## config.mk

```make
export PLATFORM = sky130hd
export DESIGN_NAME = insn_loader
export DESIGN_NICKNAME = d
export VERILOG_FILES = /design/src/rtl/insn_loader_pkg.sv /design/src/rtl/insn_loader_word_assembler.sv /design/src/rtl/insn_loader.sv
export SDC_FILE = /design/constraint.sdc
export NUM_CORES = 1
export LEC_CHECK = 0
export ABC_AREA = 1
export CAP_MARGIN = 20
export CORE_MARGIN = 2
export CORE_UTILIZATION = 53
export CTS_CLUSTER_SIZE = 40
export DETAILED_ROUTE_END_ITERATION = 10
export GPL_TIMING_DRIVEN = 0
export HOLD_SLACK_MARGIN = 0.06
export PLACE_DENSITY = 0.79
export SETUP_SLACK_MARGIN = 0.5
export SYNTH_ARGS = -nofsm -noshare
export SYNTH_HDL_FRONTEND = slang
export SYNTH_SLANG_ARGS = --single-unit
```

## constraint.sdc

```tcl
create_clock -name clk -period 4 [get_ports clk]
set_clock_uncertainty 0.1 [all_clocks]
set_input_delay 0.8 -clock clk [delete_from_list [all_inputs] [get_ports clk]]
set_output_delay 0.8 -clock clk [all_outputs]
set_load 0.05 [all_outputs]
```

## src/rtl/insn_loader_pkg.sv

```systemverilog
// Shared constants and state encoding for the boot-stream instruction loader.
package insn_loader_pkg;

  localparam int MEM_DEPTH = 1024;
  localparam int ADDR_W    = $clog2(MEM_DEPTH);
  localparam int HDR_W     = 16;
  localparam int NUM_LANES = 4;
  localparam int LANE_W    = 8;

  typedef enum logic [2:0] {
    LEN_LO,
    LEN_HI,
    DATA,
    DONE,
    ERR
  } state_t;

  function automatic logic is_loading(input state_t s);
    return (s == LEN_LO) || (s == LEN_HI) || (s == DATA);
  endfunction

endpackage

```

## src/rtl/insn_loader_word_assembler.sv

```systemverilog
// Collects little-endian byte lanes into one word; word_valid pulses the cycle
// after the final lane byte arrives, with word_out holding the completed word.
module word_assembler
  import insn_loader_pkg::*;
#(
  parameter int LANES = NUM_LANES
) (
  input  logic                    clk,
  input  logic                    rst,
  input  logic [LANE_W-1:0]       byte_in,
  input  logic                    byte_valid,
  output logic                    last_lane,
  output logic                    word_valid,
  output logic [LANES*LANE_W-1:0] word_out
);

  localparam int LW = $clog2(LANES);

  logic [LW-1:0]                   lane;
  logic [LANES-2:0][LANE_W-1:0]    lanes;

  assign last_lane = (lane == LW'(LANES - 1));

  // The top lane is never stored: it is taken straight from byte_in.
  for (genvar i = 0; i < LANES - 1; i++) begin : g_lane
    logic [LANE_W-1:0] q;
    always_ff @(posedge clk or posedge rst) begin
      if (rst)                                  q <= '0;
      else if (byte_valid && lane == LW'(i))    q <= byte_in;
    end
    assign lanes[i] = q;
  end

  always_ff @(posedge clk or posedge rst) begin
    if (rst) begin
      lane       <= '0;
      word_valid <= 1'b0;
      word_out   <= '0;
    end else begin
      word_valid <= byte_valid && last_lane;
      if (byte_valid) begin
        lane <= last_lane ? '0 : lane + 1'b1;
        if (last_lane) word_out <= {byte_in, lanes};
      end
    end
  end

endmodule

```

## src/rtl/insn_loader.sv

```systemverilog
// Boot loader: parses a 16-bit word count then streams that many 32-bit words
// into instruction memory, releasing the core once the last word is written.
module insn_loader #(
  parameter int MEM_DEPTH = insn_loader_pkg::MEM_DEPTH,
  parameter int ADDR_W    = insn_loader_pkg::ADDR_W
) (
  input  logic              clk,
  input  logic              reset,
  input  logic [7:0]        in_data,
  input  logic              in_valid,
  output logic              in_ready,
  output logic              mem_we,
  output logic [ADDR_W-1:0] mem_addr,
  output logic [31:0]       mem_wdata,
  output logic              core_run,
  output logic              busy,
  output logic              error,
  output logic [ADDR_W:0]   words_loaded
);

  import insn_loader_pkg::*;

  state_t            state, state_nx;
  logic [7:0]        len_lo;
  logic [ADDR_W:0]   n_words;
  logic [HDR_W-1:0]  hdr_n;
  logic              xfer, lane_byte, last_lane, last_word, final_byte;

  assign xfer       = in_valid && in_ready;
  assign hdr_n      = {in_data, len_lo};
  assign lane_byte  = xfer && (state == DATA);
  assign last_word  = (words_loaded == n_words - (ADDR_W+1)'(1));
  // Stop accepting once the final byte is in, so nothing leaks into the lanes
  // during the write cycle that precedes DONE.
  assign final_byte = lane_byte && last_lane && last_word;
  assign mem_addr   = words_loaded[ADDR_W-1:0];

  word_assembler #(.LANES(NUM_LANES)) u_asm (
    .clk       (clk),
    .rst       (reset),
    .byte_in   (in_data),
    .byte_valid(lane_byte),
    .last_lane (last_lane),
    .word_valid(mem_we),
    .word_out  (mem_wdata)
  );

  always_comb begin
    state_nx = state;
    case (state)
      LEN_LO: if (xfer) state_nx = LEN_HI;
      LEN_HI: if (xfer) begin
        if (int'(hdr_n) > MEM_DEPTH) state_nx = ERR;
        else if (hdr_n == '0)        state_nx = DONE;
        else                         state_nx = DATA;
      end
      DATA:   if (mem_we && last_word) state_nx = DONE;
      default: state_nx = state;
    endcase
  end

  always_ff @(posedge clk or posedge reset) begin
    if (reset) begin
      state        <= LEN_LO;
      len_lo       <= '0;
      n_words      <= '0;
      words_loaded <= '0;
      in_ready     <= 1'b0;
      busy         <= 1'b0;
      core_run     <= 1'b0;
      error        <= 1'b0;
    end else begin
      state    <= state_nx;
      in_ready <= is_loading(state_nx) && !final_byte;
      busy     <= is_loading(state_nx);
      core_run <= (state_nx == DONE);
      error    <= (state_nx == ERR);
      if (xfer && state == LEN_LO) len_lo <= in_data;
      if (xfer && state == LEN_HI) n_words <= (ADDR_W+1)'(hdr_n);
      if (mem_we) words_loaded <= words_loaded + 1'b1;
    end
  end

endmodule

```

==> PnR_summary.wiki <==
{| class="wikitable"
! Metric !! Value
|-
| Placement-stage worst setup slack || 1230 ps
|-
| Clock tree from TritonCTS || done
|-
| Hold Buf Count CTS || 0
|-
| Clock sink count || 96
|-
| Final WL || 8870 um
|-
| Combinational group share of total power || 2.7%
|-
| Final number of max-transition violations || 0
|-
| Worst Setup Slack, final || 1320 ps
|-
| Flip-flop and latch count after synthesis || 96
|-
| Worst hold path depth || 2
|-
| Final Total Pwr || 1.64 mW
|-
| Count of endpoints failing setup in the final report || 0
|-
| Number of top-level design ports || 69
|-
| X dimension of the die || 93.8 um
|-
| NetSw || 348 uW
|-
| Count of cell types in the netlist || 28
|-
| Peak ir drop on the vdd network || 0.198 mV
|-
| Total power density per cell area || 308 nW/um^2
|-
| Total number of vias || 3,360
|-
| Number of cells in the design after placement || 659
|-
| First-pass GRT wire length || 15,100 um
|-
| Crit path required time || 3100 ps
|-
| Min Tclk post-route || 2680 ps
|-
| Routability-driven placement congestion ratio || 0.809
|-
| CTS H-Tree Depth || 3
|-
| Path type of the worst min-delay path || flop to flop
|-
| Core Box Area || 7770 um^2
|-
| Net total in the final layout || 585
|-
| Final hold violation count || 0
|-
| Cell area after synthesis || 4280 um^2
|-
| Share of final-layout standard cells stronger than drive strength 1 || 10.3%
|-
| Max Buffers Root-to-Sink || 2
|-
| Dpl hpwl || 6550 um
|-
| Routed wire length per instance || 13.1 um
|-
| Actual slew at the worst max-slew pin || 664 ps
|-
| Critical Path Sink Type || output pin
|-
| Setup repair bufs after CTS || 0
|-
| Final-layout worst hold slack || 379 ps
|-
| Portion of the clock cycle consumed by the worst path in the final layout || 66.9%
|-
| Post-Syn Area per Cell || 8.76 um^2
|-
| Count of placed standard cells in the final layout, fillers left out || 675
|-
| Clock Latency Late Sink || 360 ps
|-
| Share of total power consumed by net switching || 21.3%
|-
| Site Rows || 32
|-
| Area taken by flip-flops and latches || 2400 um^2
|-
| Antenna violations before repair || 0
|-
| Startpoint kind of the worst setup timing path || flop
|-
| Starting utilization of the core area || 55.0%
|-
| Worst reg-to-reg path cell count || 15
|-
| Max-capacitance violation count || 0
|-
| Vias per std cell || 4.98
|-
| Outcome || finished clean
|-
| Number of global-route vias before repair || 3,281
|-
| Highest clock rate || 374 MHz
|-
| Buffers added on ports || 68
|-
| Vertical extent of the die || 93.8 um
|-
| Total internal power || 1.29 mW
|-
| Post-detailed-route DRC marker count || 0
|-
| Root Buffer || sky130_fd_sc_hd__clkbuf_8
|-
| Pin count of the biggest net entering global routing || 58
|-
| Total Negative Setup Slacks || 0 ps
|-
| Die footprint || 8800 um^2
|-
| RSZ-0062 raised after global routing || no
|-
| LEAKAGE || 2.67 nW
|-
| Number of cells produced by synthesis || 488
|-
| Arrival @ worst endpoint || 1780 ps
|-
| Sequential Power Share || 59.3%
|-
| Overflow after GRT || 0
|-
| Antenna cells || 0
|-
| Post-synthesis net count || 505
|-
| Share of the yosys chip area belonging to registers || 56.2%
|-
| Clk pwr share || 38.0%
|-
| Filler cell count || 635
|-
| Synth Warn # || 0
|-
| Reg clk slew, reported paths || 90 ps
|-
| Largest fanout on the critical path || 6
|-
| Count of nets left with antenna violations after detail routing || 0
|-
| Relative slew slack || 55.4%
|-
| Number of iterations in the first detailed-routing pass || 4
|-
| CTS-repair resized insts || 0
|-
| Total area of multi-input combinational cells || 1540 um^2
|-
| Number of CTS-inserted buffers || 9
|-
| Initial drt markers || 283
|-
| Setup Crit Path Kind || flop to output pin
|-
| Global-route usage over all layers || 22.3%
|-
| Area added between synthesis and finish || 24.2%
|}
## cells in the final DEF, fill, tap and decap left out, types with 2 or more instances in the layout
master,count
sky130_fd_sc_hd__a21oi_1,3
sky130_fd_sc_hd__buf_2,6
sky130_fd_sc_hd__buf_4,10
sky130_fd_sc_hd__clkbuf_1,7
sky130_fd_sc_hd__clkbuf_8,10
sky130_fd_sc_hd__clkdlybuf4s50_1,68
sky130_fd_sc_hd__clkinv_2,3
sky130_fd_sc_hd__dfrtp_1,96
sky130_fd_sc_hd__ha_1,6
sky130_fd_sc_hd__inv_1,49
sky130_fd_sc_hd__inv_2,4
sky130_fd_sc_hd__nand2_1,178
sky130_fd_sc_hd__nand2_2,3
sky130_fd_sc_hd__nand3_1,13
sky130_fd_sc_hd__nand3_2,3
sky130_fd_sc_hd__nand4_1,2
sky130_fd_sc_hd__nor2_1,14
sky130_fd_sc_hd__nor2_2,7
sky130_fd_sc_hd__nor2_4,3
sky130_fd_sc_hd__nor3_1,5
sky130_fd_sc_hd__nor4_1,2
sky130_fd_sc_hd__o21ai_0,46
sky130_fd_sc_hd__o21ai_1,8
sky130_fd_sc_hd__xnor2_1,5
sky130_fd_sc_hd__xor2_1,12
## logic make-up after synthesis
family | count (synthesis) | synth area share [%]
and+or+nand+nor | 234 | 23.7
DFF | 96 | 56.2
buffers and inverters | 76 | 7.73
AOI/OAI and AO/OA | 59 | 7.14
xor gates and xnor gates | 17 | 3.48
adders and majority gates | 6 | 1.76
## synth_stat cells
cell type	n	area share, %
sky130_fd_sc_hd__nor3_1	5	0.59
sky130_fd_sc_hd__nand2_1	178	16
sky130_fd_sc_hd__o21ai_1	8	0.94
sky130_fd_sc_hd__ha_1	6	1.8
sky130_fd_sc_hd__nor2_4	3	0.79
sky130_fd_sc_hd__a21oi_1	3	0.35
sky130_fd_sc_hd__nor2_2	7	1.0
sky130_fd_sc_hd__or4_4	1	0.26
sky130_fd_sc_hd__nand4_1	2	0.29
sky130_fd_sc_hd__nor4_1	2	0.29
sky130_fd_sc_hd__o21ai_0	46	5.4
sky130_fd_sc_hd__nand3_2	3	0.70
sky130_fd_sc_hd__nand3_1	13	1.5
sky130_fd_sc_hd__nor3_4	1	0.38
sky130_fd_sc_hd__nand2_2	3	0.44
sky130_fd_sc_hd__buf_4	10	1.8
sky130_fd_sc_hd__o21ai_2	1	0.20
sky130_fd_sc_hd__inv_2	4	0.35
sky130_fd_sc_hd__clkbuf_1	6	0.53
sky130_fd_sc_hd__nor2_1	14	1.2
sky130_fd_sc_hd__nand3_4	1	0.41
sky130_fd_sc_hd__xor2_1	12	2.5
sky130_fd_sc_hd__xnor2_1	5	1.0
sky130_fd_sc_hd__dfrtp_1	96	56
sky130_fd_sc_hd__or2_2	1	0.15
sky130_fd_sc_hd__a21boi_2	1	0.26
sky130_fd_sc_hd__inv_1	50	4.4
sky130_fd_sc_hd__buf_2	6	0.70
## sequential cells by signal, indices dropped and copies added (netlist names)
signal	cells
u_asm.word_out	32
u_asm.g_lane.q	24
n_words	11
words_loaded	11
len_lo	8
state	3
u_asm.lane	2
busy	1
core_run	1
error	1
in_ready	1
u_asm.word_valid	1
## critical path, stage by stage (launching register included)
cell and delay (ps):
sky130_fd_sc_hd__dfrtp_1 470, sky130_fd_sc_hd__buf_4 150, sky130_fd_sc_hd__clkdlybuf4s50_1 790
## power by group through the flow
stage          Clock, mW  Sequential, mW  Combinational (mW)
5_1_grt            0.675           0.970              0.0500
3_3_place_gp           0           0.989              0.0417
2_1_floorplan          0           0.989              0.0195
3_5_place_dp           0           0.989              0.0460
6_report           0.622           0.969              0.0442
4_1_cts            0.639           0.969              0.0460
## final cells by class
| type | count | share of cell area, % |
|---|---|---|
| plain buffers | 22 | 2.40 |
| inverters | 54 | 3.87 |
| multi-input cells | 316 | 29.1 |
| repair buffers | 69 | 13.3 |
| flip-flops and latches | 96 | 45.3 |
| well taps | 102 | 2.40 |
| clock inverters | 5 | 1.01 |
| clock buffers | 11 | 2.66 |
## metal layers
metal	part of all wire (%)	up-vias	GRT usage, %
li1	-	1667	-
met1	43	1598	28.5
met2	50	83	37.9
met3	5.6	12	5.54
met4	1.0	0	6.16
met5	0	-	0
## stage by stage
| stage | area (um^2) | utilization (%) |
|---|---|---|
| 6_report | 5310 | 68.3 |
| 5_1_grt | 5310 | 68.3 |
| 4_1_cts | 5310 | 68.3 |
| 3_5_place_dp | 5110 | 65.8 |
| 3_3_place_gp | 5080 | 65.4 |
| 2_1_floorplan | 4280 | - |
## worst paths after layout
check                                   startpoint                 end  slack (ps)
worst min-delay path            u_asm.word_out[19]  u_asm.word_out[19]         380
max in group asynchronous                    reset  u_asm.word_out[15]        2430
worst max register to register          n_words[0]            in_ready        1910
min in group asynchronous                    reset           len_lo[1]         740
worst min register to register  u_asm.word_out[19]  u_asm.word_out[19]         380
worst max-delay path               words_loaded[0]     words_loaded[0]        1320
(Power assumes the default switching activity.)
